$ cat config.mk
export PLATFORM = sky130hd
export DESIGN_NAME = hunt_match_ctl
export DESIGN_NICKNAME = d
export VERILOG_FILES = /design/src/rtl/hunt_pkg.sv /design/src/rtl/hunt_player_ammo.sv /design/src/rtl/hunt_match_ctl.sv
export SDC_FILE = /design/constraint.sdc
export NUM_CORES = 1
export LEC_CHECK = 0
export BUFFER_PORTS_ARGS = -buffer_cell sky130_fd_sc_hd__buf_4
export CELL_PAD_IN_SITES_DETAIL_PLACEMENT = 1
export CELL_PAD_IN_SITES_GLOBAL_PLACEMENT = 1
export CORE_AREA = 2 2 78 80
export CTS_CLUSTER_DIAMETER = 50
export CTS_CLUSTER_SIZE = 30
export DETAILED_ROUTE_END_ITERATION = 6
export DIE_AREA = 0 0 80 82
export PLACE_DENSITY_LB_ADDON = 0.1
export SLEW_MARGIN = 30
export SYNTH_ARGS = -nofsm -noshare
export SYNTH_HDL_FRONTEND = slang
export SYNTH_SLANG_ARGS = --single-unit
export TNS_END_PERCENT = 5
$ cat constraint.sdc
create_clock -name clk -period 7.2 [get_ports clk]
set_input_delay 1.44 -clock clk [delete_from_list [all_inputs] [get_ports clk]]
set_output_delay 1.44 -clock clk [all_outputs]
set_load 0.01 [all_outputs]
$ cat src/rtl/hunt_pkg.sv
// Shared types and default constants for the duck-hunt match controller.
package hunt_pkg;

  typedef enum logic [1:0] {
    ST_START = 2'd0,
    ST_PLAY  = 2'd1,
    ST_END   = 2'd2
  } hunt_state_e;

  localparam int MAX_PLAYERS       = 4;
  localparam int DEF_MAG_SIZE      = 3;
  localparam int DEF_TOTAL_AMMO    = 30;
  localparam int DEF_ROUND_SECONDS = 60;

endpackage

$ cat src/rtl/hunt_player_ammo.sv
// One shooter's magazine, reserve, score and reload-hint bookkeeping.
module hunt_player_ammo
  import hunt_pkg::*;
#(
  parameter int MAG_SIZE   = DEF_MAG_SIZE,
  parameter int TOTAL_AMMO = DEF_TOTAL_AMMO,
  parameter int SCORE_W    = 7,
  parameter int MAG_W      = 2,
  parameter int AMMO_W     = 5
) (
  input  logic               clk,
  input  logic               rst_n,
  input  logic               i_load,
  input  logic               i_play,
  input  logic               i_shot,
  input  logic               i_hit,
  input  logic               i_reload,
  output logic [MAG_W-1:0]   o_mag,
  output logic [AMMO_W-1:0]  o_ammo,
  output logic [SCORE_W-1:0] o_score,
  output logic [SCORE_W-1:0] o_score_nxt,
  output logic               o_show_reload,
  output logic               o_out
);

  localparam logic [MAG_W-1:0]   MAG_FULL  = MAG_W'(MAG_SIZE);
  localparam logic [AMMO_W-1:0]  AMMO_INIT = AMMO_W'(TOTAL_AMMO - MAG_SIZE);
  localparam logic [SCORE_W-1:0] SCORE_MAX = '1;

  logic [MAG_W-1:0]   r_mag,   w_mag_nxt;
  logic [AMMO_W-1:0]  r_ammo,  w_ammo_nxt;
  logic [SCORE_W-1:0] r_score, w_score_nxt;
  logic               r_show,  w_show_nxt;
  logic [AMMO_W-1:0]  w_space;
  logic [AMMO_W-1:0]  w_move;

  // Rounds that fit in the magazine, capped by what is left in reserve.
  assign w_space = AMMO_W'(MAG_FULL) - AMMO_W'(r_mag);
  assign w_move  = (w_space < r_ammo) ? w_space : r_ammo;

  always_comb begin
    w_mag_nxt   = r_mag;
    w_ammo_nxt  = r_ammo;
    w_score_nxt = r_score;
    w_show_nxt  = r_show;
    if (i_load) begin
      w_mag_nxt   = MAG_FULL;
      w_ammo_nxt  = AMMO_INIT;
      w_score_nxt = '0;
      w_show_nxt  = 1'b0;
    end else if (i_play) begin
      if (i_shot) begin
        if (r_mag != '0) begin
          w_mag_nxt = r_mag - MAG_W'(1);
          if (i_hit && (r_score != SCORE_MAX)) begin
            w_score_nxt = r_score + SCORE_W'(1);
          end
        end else begin
          w_show_nxt = 1'b1;
        end
      end else if (i_reload && (r_mag < MAG_FULL) && (r_ammo != '0)) begin
        w_mag_nxt  = r_mag + w_move[MAG_W-1:0];
        w_ammo_nxt = r_ammo - w_move;
        w_show_nxt = 1'b0;
      end
    end
  end

  always_ff @(posedge clk or negedge rst_n) begin
    if (!rst_n) begin
      r_mag   <= '0;
      r_ammo  <= '0;
      r_score <= '0;
      r_show  <= 1'b0;
    end else begin
      r_mag   <= w_mag_nxt;
      r_ammo  <= w_ammo_nxt;
      r_score <= w_score_nxt;
      r_show  <= w_show_nxt;
    end
  end

  assign o_mag         = r_mag;
  assign o_ammo        = r_ammo;
  assign o_score       = r_score;
  assign o_score_nxt   = w_score_nxt;
  assign o_show_reload = r_show;
  assign o_out         = (r_mag == '0) && (r_ammo == '0);

endmodule

$ cat src/rtl/hunt_match_ctl.sv
// Match controller: START/PLAY/END sequencing, per-player ammo, winner decision.
// Optional round timer is built when HUNT_ROUND_TIMER_EN is defined.
module hunt_match_ctl
  import hunt_pkg::*;
#(
  parameter int NUM_PLAYERS   = 2,
  parameter int MAG_SIZE      = DEF_MAG_SIZE,
  parameter int TOTAL_AMMO    = DEF_TOTAL_AMMO,
  parameter int SCORE_W       = 7,
  parameter int SEC_CYCLES    = 65_000_000,
  parameter int ROUND_SECONDS = DEF_ROUND_SECONDS,
  localparam int MAG_W        = $clog2(MAG_SIZE + 1),
  localparam int AMMO_W       = $clog2(TOTAL_AMMO + 1),
  localparam int SEC_W        = $clog2(ROUND_SECONDS + 1)
) (
  input  logic                           clk,
  input  logic                           rst,
  input  logic                           start_req,
  input  logic [NUM_PLAYERS-1:0]         shot,
  input  logic [NUM_PLAYERS-1:0]         hit,
  input  logic [NUM_PLAYERS-1:0]         reload,
  output logic                           start_screen_enable,
  output logic                           game_enable,
  output logic                           game_enable_posedge,
  output logic                           game_end_enable,
  output logic [NUM_PLAYERS*MAG_W-1:0]   mag,
  output logic [NUM_PLAYERS*AMMO_W-1:0]  ammo_left,
  output logic [NUM_PLAYERS*SCORE_W-1:0] score,
  output logic [NUM_PLAYERS-1:0]         show_reload,
  output logic [SEC_W-1:0]               seconds_left,
  output logic [1:0]                     winner,
  output logic                           tie
);

  localparam int WIN_W = $clog2(MAX_PLAYERS);

  hunt_state_e r_state, w_state_nxt;
  logic        r_start_en, r_game_en, r_game_pe, r_end_en;
  logic        w_load, w_play, w_latch_win, w_finish, w_timer_exp;
  logic [NUM_PLAYERS-1:0]         w_out;
  logic [NUM_PLAYERS*SCORE_W-1:0] w_score_nxt;
  logic [SCORE_W-1:0]             w_best;
  logic [WIN_W-1:0]               w_win_idx, r_winner;
  logic                           w_tie, r_tie;

  for (genvar g = 0; g < NUM_PLAYERS; g++) begin : g_player
    hunt_player_ammo #(
      .MAG_SIZE   (MAG_SIZE),
      .TOTAL_AMMO (TOTAL_AMMO),
      .SCORE_W    (SCORE_W),
      .MAG_W      (MAG_W),
      .AMMO_W     (AMMO_W)
    ) u_player (
      .clk           (clk),
      .rst_n         (rst),
      .i_load        (w_load),
      .i_play        (w_play),
      .i_shot        (shot[g]),
      .i_hit         (hit[g]),
      .i_reload      (reload[g]),
      .o_mag         (mag[g*MAG_W +: MAG_W]),
      .o_ammo        (ammo_left[g*AMMO_W +: AMMO_W]),
      .o_score       (score[g*SCORE_W +: SCORE_W]),
      .o_score_nxt   (w_score_nxt[g*SCORE_W +: SCORE_W]),
      .o_show_reload (show_reload[g]),
      .o_out         (w_out[g])
    );
  end

  assign w_finish = (&w_out) || w_timer_exp;

  always_comb begin
    w_state_nxt = r_state;
    w_load      = 1'b0;
    w_latch_win = 1'b0;
    w_play      = (r_state == ST_PLAY);
    case (r_state)
      ST_START: begin
        if (start_req) begin
          w_state_nxt = ST_PLAY;
          w_load      = 1'b1;
        end
      end
      ST_PLAY: begin
        if (w_finish) begin
          w_state_nxt = ST_END;
          w_latch_win = 1'b1;
        end
      end
      ST_END: begin
        if (start_req) w_state_nxt = ST_START;
      end
      default: w_state_nxt = ST_START;
    endcase
  end

  always_ff @(posedge clk or negedge rst) begin
    if (!rst) begin
      r_state    <= ST_START;
      r_start_en <= 1'b1;
      r_game_en  <= 1'b0;
      r_game_pe  <= 1'b0;
      r_end_en   <= 1'b0;
    end else begin
      r_state    <= w_state_nxt;
      r_start_en <= (w_state_nxt == ST_START);
      r_game_en  <= (w_state_nxt == ST_PLAY);
      r_game_pe  <= w_load;
      r_end_en   <= (w_state_nxt == ST_END);
    end
  end

  // Compare against next-cycle scores so a hit on the final PLAY cycle still counts.
  always_comb begin
    w_best    = w_score_nxt[SCORE_W-1:0];
    w_win_idx = '0;
    w_tie     = 1'b0;
    for (int i = 1; i < NUM_PLAYERS; i++) begin
      if (w_score_nxt[i*SCORE_W +: SCORE_W] > w_best) begin
        w_best    = w_score_nxt[i*SCORE_W +: SCORE_W];
        w_win_idx = WIN_W'(i);
        w_tie     = 1'b0;
      end else if (w_score_nxt[i*SCORE_W +: SCORE_W] == w_best) begin
        w_tie = 1'b1;
      end
    end
  end

  always_ff @(posedge clk or negedge rst) begin
    if (!rst) begin
      r_winner <= '0;
      r_tie    <= 1'b0;
    end else if (w_latch_win) begin
      r_winner <= w_win_idx;
      r_tie    <= w_tie;
    end
  end

`ifdef HUNT_ROUND_TIMER_EN
  localparam int                 PRE_W      = $clog2(SEC_CYCLES + 1);
  localparam logic [PRE_W-1:0]   PRE_LOAD   = PRE_W'(SEC_CYCLES - 1);
  localparam logic [SEC_W-1:0]   ROUND_INIT = SEC_W'(ROUND_SECONDS);

  logic [PRE_W-1:0] r_presc;
  logic [SEC_W-1:0] r_seconds;

  always_ff @(posedge clk or negedge rst) begin
    if (!rst) begin
      r_presc   <= PRE_LOAD;
      r_seconds <= ROUND_INIT;
    end else if (w_load) begin
      r_presc   <= PRE_LOAD;
      r_seconds <= ROUND_INIT;
    end else if (w_play && (r_seconds != '0)) begin
      if (r_presc == '0) begin
        r_presc   <= PRE_LOAD;
        r_seconds <= r_seconds - SEC_W'(1);
      end else begin
        r_presc <= r_presc - PRE_W'(1);
      end
    end
  end

  assign w_timer_exp  = (r_seconds == '0);
  assign seconds_left = r_seconds;
`else
  assign w_timer_exp  = 1'b0;
  assign seconds_left = '0;
`endif

  assign start_screen_enable = r_start_en;
  assign game_enable         = r_game_en;
  assign game_enable_posedge = r_game_pe;
  assign game_end_enable     = r_end_en;
  assign winner              = 2'(r_winner);
  assign tie                 = r_tie;

endmodule
### Yosys cells after proc, flatten, opt, wreduce, memory -nomap -nowiden

Cells that the tools add are included.

| operators by class | value |
|---|---|
| $lt $le $gt $ge | 5 |
| equality and inequality tests | 13 |
| bitwise gates (word level) | 0 |
| div/mod/pow operators | 0 |
| shift operators | 0 |
| reductions and logical operators | 30 |
| $mul | 0 |
| muxes and demuxes | 51 |
| $add $sub $neg | 10 |

Operator list:

| cell | count |
|---|---|
| $mux W7 | 10 |
| $mux W5 | 10 |
| $mux W2 | 13 |
| $reduce_and A3 Y1 | 6 |
| $mux W1 | 17 |
| $add A7 B1 Y7 const B | 2 |
| $ne A7 B7 Y1 const B | 2 |
| $logic_not A5 Y1 | 2 |
| $lt A5 B5 Y1 | 2 |
| $reduce_bool A2 Y1 | 5 |
| $reduce_bool A5 Y1 | 2 |
| $sub A5 B5 Y5 | 2 |
| $logic_and A1 B1 Y1 | 8 |
| $logic_not A2 Y1 | 4 |
| $eq A7 B7 Y1 | 1 |
| $gt A7 B7 Y1 | 1 |
| $ne A3 B1 Y1 const B | 2 |
| $ne A3 B3 Y1 const B | 2 |
| $pmux W2 S3 | 1 |
| $reduce_bool A3 Y1 | 2 |
| $sub A2 B2 Y3 const A | 2 |
| $add A2 B2 Y2 | 2 |
| $eq A2 B1 Y1 const B | 2 |
| $eq A2 B2 Y1 const B | 2 |
| other kinds (4) | 7 |

| word-level totals | value |
|---|---|
| memories kept | 0 |
| bits in latches | 0 |
| bits in writable memories | 0 |
| logic and storage cells | 124 |
| flip-flop bits (word level) | 39 |
| bits in read-only memories | 0 |
| output and inout port bits | 43 |
| bits of input ports | 9 |

### Longest topological paths before layout

| logic depth | value |
|---|---|
| word-level depth | 10 |
| mapped depth | 13 |
| gate-level depth less buffers | 13 |

### By module

A second synthesis with hierarchy kept.

| unflattened totals | value |
|---|---|
| cells, all modules | 280 |
| area, all modules | 2661.3 µm² |

By module, submodules not included:

| module | cells each | area an instance (µm²) | instances |
|---|---|---|---|
| hunt_player_ammo at g_player[0].u_player | 124 | 1141.1 | 1 |
| hunt_player_ammo at g_player[1].u_player | 102 | 978.4 | 1 |
| hunt_match_ctl | 54 | 541.8 | 1 |

### Least setup slack after synthesis

OpenSTA, ideal clock, no wires.

| timing | value |
|---|---|
| path type | input -> register |
| from | input start_req |
| to | register r_winner[0], in the netlist winner[0] |
| arrival time | 3430 ps |
| path buffers | 3 |
| setup slack | 3649 ps |
| stages | 13 |
| data required time | 7079 ps |
| cell sequence | or3b_1 buf_6 clkinv_8 clkbuf_1 buf_2 nor2_1 ha_1 nor2b_1 o21ai_0 nand2b_1 a21oi_1 o21ai_0 a22o_1 |

| on the way | value |
|---|---|
| cells in the longest elaborated chain, start to end | 5 |

Ends and longest elaborated chain:

| item | line | text |
|---|---|---|
| start: declaration | hunt_match_ctl.sv:18 | `input logic start_req,` |
| $mux W1 | hunt_match_ctl.sv:79 | `if (start_req) begin` |
| $mux W1 | hunt_match_ctl.sv:77 | `case (r_state)` |
| named net g_player[0].u_player.i_load | hunt_player_ammo.sv:13 | `input logic i_load,` |
| $mux W7 | hunt_player_ammo.sv:46 | `if (i_load) begin` |
| named net g_player[1].u_player.o_score_nxt[1] | hunt_player_ammo.sv:21 | `output logic [SCORE_W-1:0] o_score_nxt,` |
| $gt A7 B7 Y1 | hunt_match_ctl.sv:119 | `if (w_score_nxt[i*SCORE_W +: SCORE_W] > w_best) begin` |
| $mux W1 | hunt_match_ctl.sv:119 |  |
| end signal: assignment | hunt_match_ctl.sv:134 | `r_winner <= w_win_idx;` |
| end: declaration | hunt_match_ctl.sv:43 | `logic [WIN_W-1:0] w_win_idx, r_winner;` |

The timed path passes the listed nets, and every way through them passes these cells.
A chain may end at the register's enable or synchronous reset.

### Worst setup path after layout

| timing | value |
|---|---|
| from | input start_req |
| to | register r_winner[0], in the netlist winner[0] |

| on the way | value |
|---|---|
| cells in the longest elaborated chain, start to end | 5 |

Ends and longest elaborated chain:

| item | line |
|---|---|
| $mux W1 * | hunt_match_ctl.sv:79 |
| $mux W1 * | hunt_match_ctl.sv:77 |
| $mux W7 | hunt_player_ammo.sv:46 |
| $gt A7 B7 Y1 * | hunt_match_ctl.sv:119 |
| $mux W1 * | hunt_match_ctl.sv:119 |

Every way passes the cells marked *; elsewhere a longest branch is shown, timed or not.

==> metrics <==
Detail Placement HPWL 4310 um; clk_lat worst skew 0.29 ns; setup bufs post-CTS 0; # IOs 52; setup TNS 0 ns; gr busiest metal met2; DRC 0; Gate Count Post-Synth 260; CTS clk-pin slew, worst paths 0.08 ns; Tmin final 3.68 ns; Pre-Repair DR Iteration Count 4; # rows 28; port bufs 44; #FFs+latches synth 38; Max Clk Rate 0.272 GHz; period utilization 0.511; routed vias/inst 5.13; final wirelength 5700 um; # diodes 0; Filler Cells Inserted 684; initial antenna violation count 0; Mapped Avg Cell Area 9.64 sq um; clock share of power 0.120; setup slack, reg-to-reg 4.31 ns; area delta synth->final 16.4%; Pwr per Cell Area 410 nW/um^2; Clock Sinks 38; Req. time, crit path 7.38 ns; asr flop ratio synth 1.00; RSZ-0062 raised after global routing no; die outline width 80 um; GRT Overall Usage 0.188; pin count of the biggest net entering global routing 39; final setup vio count 0; grt total ovfl 0; Seq pwr share 0.334; wire per inst 15.2 um; CTS H-tree depth 2; vias in the first global route 1967; first-pass GRT wire length 9440 um; endpoint type of the worst setup path flop; global routing usage on met1 0.237; core area 5750 sq um; worst hold path type reg2reg; Vias 1927; Starting Density 0.436; Hold Crit Endpoint g_player[1].u_player.o_show_reload$_DFFE_PN0P_; Reg2Reg Depth 12; die height 82 um; worst reg2reg path startpoint r_state[1]$_DFF_PN0_; Final #Nets 329; Yosys cell types 53; status finished, final reports clean; Logic pwr share 0.546; TritonCTS clock tree yes; Slew @ Worst Pin 0.760 ns; worst-case hold slack 0.539 ns; clock root buffer master clkbuf_8; data arrival time of the critical path 3.86 ns; Clock Skew 0.00378 ns; GPL Wtd Cong 0.782; number of nets with antenna violations after routing 0; max cap viols 0; P_leak 1.41 nW; 1st-iter DRT viols 85; relative slew slack 0.493; layout cell share with drive strength beyond 1 0.236; Yosys warning count 0; ys flop type dfrtp_1; post-CTS resize count 0; cts hold-fix bufs 0; internal power 671 uW; WS Path Type in2reg; M2 GR Usage 0.326; final hold vios 0; CTS max path bufs 2; type of origin of the critical path input pin; Mapped Area 2510 sq um; endpoint of the most critical register-to-register path winner[0]$_DFFE_PN0P_; die area 6560 sq um; Hold Crit Depth 1; Num CTS Buffers 5; register area share after synthesis 0.380; Final Util 0.508; Final Max Slew Viols 0; Switch Pwr 525 uW; crit path max fanout 23; number of flops mapped to enable cells by yosys 0; worst vdd ir 0.211 mV; min-delay src g_player[1].u_player.o_show_reload$_DFFE_PN0P_; met3 usage 0.0495; switching share of power 0.439
power groups by stage:
stage	logic [mW]	clock network, mW	registers [mW]
finish	0.653	0.143	0.400
global route	0.750	0.160	0.417
CTS	0.667	0.147	0.403
detailed placement	0.663	0	0.406
global placement	0.637	0	0.403
floorplan	0.434	0	0.408
synthesized netlist by cell type, drive strengths merged, types with 2 or more instances:
library cell	instances	share of area
dfrtp	37	0.37
nor2	28	0.043
nand2	27	0.040
ha	17	0.085
inv	16	0.024
buf	13	0.040
a21oi	12	0.025
o21ai	11	0.028
or2	10	0.025
xnor2	10	0.035
xor2	10	0.035
nand4	8	0.020
nor3	7	0.018
a21boi	4	0.012
and2	4	0.010
mux2i	4	0.016
a21o	3	0.0090
and3	3	0.0075
clkbuf	3	0.0045
nand3	3	0.0060
o21a	3	0.0090
a2111oi	2	0.022
a211oi	2	0.013
fa	2	0.016
mux2	2	0.0090
nor4	2	0.0050
o211ai	2	0.0060
worst max path at each step:
stage               startpoint                    end  slack [ns]  cells after the start
detailed placement   start_req  winner[0]$_DFFE_PN0P_        3.19                     11
global placement     start_req  winner[0]$_DFFE_PN0P_        3.26                     11
global route         start_req  winner[0]$_DFFE_PN0P_        3.21                     11
finish               start_req  winner[0]$_DFFE_PN0P_        3.52                     11
floorplan            start_req  winner[0]$_DFFE_PN0P_        3.65                     13
CTS                  start_req  winner[0]$_DFFE_PN0P_        3.49                     11
stage by stage:
| step | setup slack (ns) | power (mW) | std cells | area, sq um |
|---|---|---|---|---|
| floorplan | 3.65 | 0.843 | 266 | 2530 |
| global placement | 3.26 | 1.04 | 369 | 2840 |
| detailed placement | 3.19 | 1.07 | 369 | 2840 |
| CTS | 3.49 | 1.22 | 376 | 2920 |
| global route | 3.21 | 1.33 | 376 | 2920 |
| finish | 3.52 | 1.20 | 376 | 2920 |
cells by family after synthesis:
group           count (synthesis)  share of synthesized area
simple gates                   97                      0.195
compound gates                 46                      0.153
flops                          38                      0.380
buf+inv                        33                     0.0749
xor+xnor                       20                     0.0699
fa+ha+maj                      19                      0.101
mux                             6                     0.0250
other cells                     1                    0.00150
per-layer routing:
metal	up-vias	wire length, um
li1	948	-
met1	945	2590
met2	30	2860
met3	4	207
met4	0	43
met5	-	0
layout by cell type, fill, tap and decap left out, types with 6 or more instances in the layout:
cell,instances
dfrtp_1,37
nor2_1,27
or2_2,6
o21ai_0,8
conb_1,7
a21oi_1,11
buf_4,44
ha_1,17
xnor2_1,10
nand2_1,27
nand4_1,8
inv_1,16
xor2_1,10
flip-flops by register name, indices dropped and copies added, names as in the netlist:
| name | count |
|---|---|
| start_screen_enable | 1 |
| g_player.u_player.o_show_reload | 2 |
| g_player.u_player.o_ammo | 10 |
| r_state | 2 |
| tie | 1 |
| game_enable_posedge | 1 |
| winner | 1 |
| game_enable | 1 |
| g_player.u_player.o_score | 14 |
| game_end_enable | 1 |
| g_player.u_player.o_mag | 4 |
critical path: stages:
cell and delay, ns:
buf_4 0.11, or3b_1 0.65, clkinv_8 0.24, or2_1 0.31, ha_1 0.32, nor2b_1 0.14
o21ai_0 0.16, nand2b_1 0.08, a21oi_1 0.14, o21ai_0 0.09, a22o_1 0.18
cell type report:
class                   count  area (sq um)  share of cell area
multi-input cells         195          1390               0.476
flip-flops and latches     38           952               0.326
repair buffers             44           330               0.113
well taps                  75          93.8              0.0322
clock buffers               7          76.3              0.0262
inverters                  17          76.3              0.0262
Power figures use the tool's default switching activity.
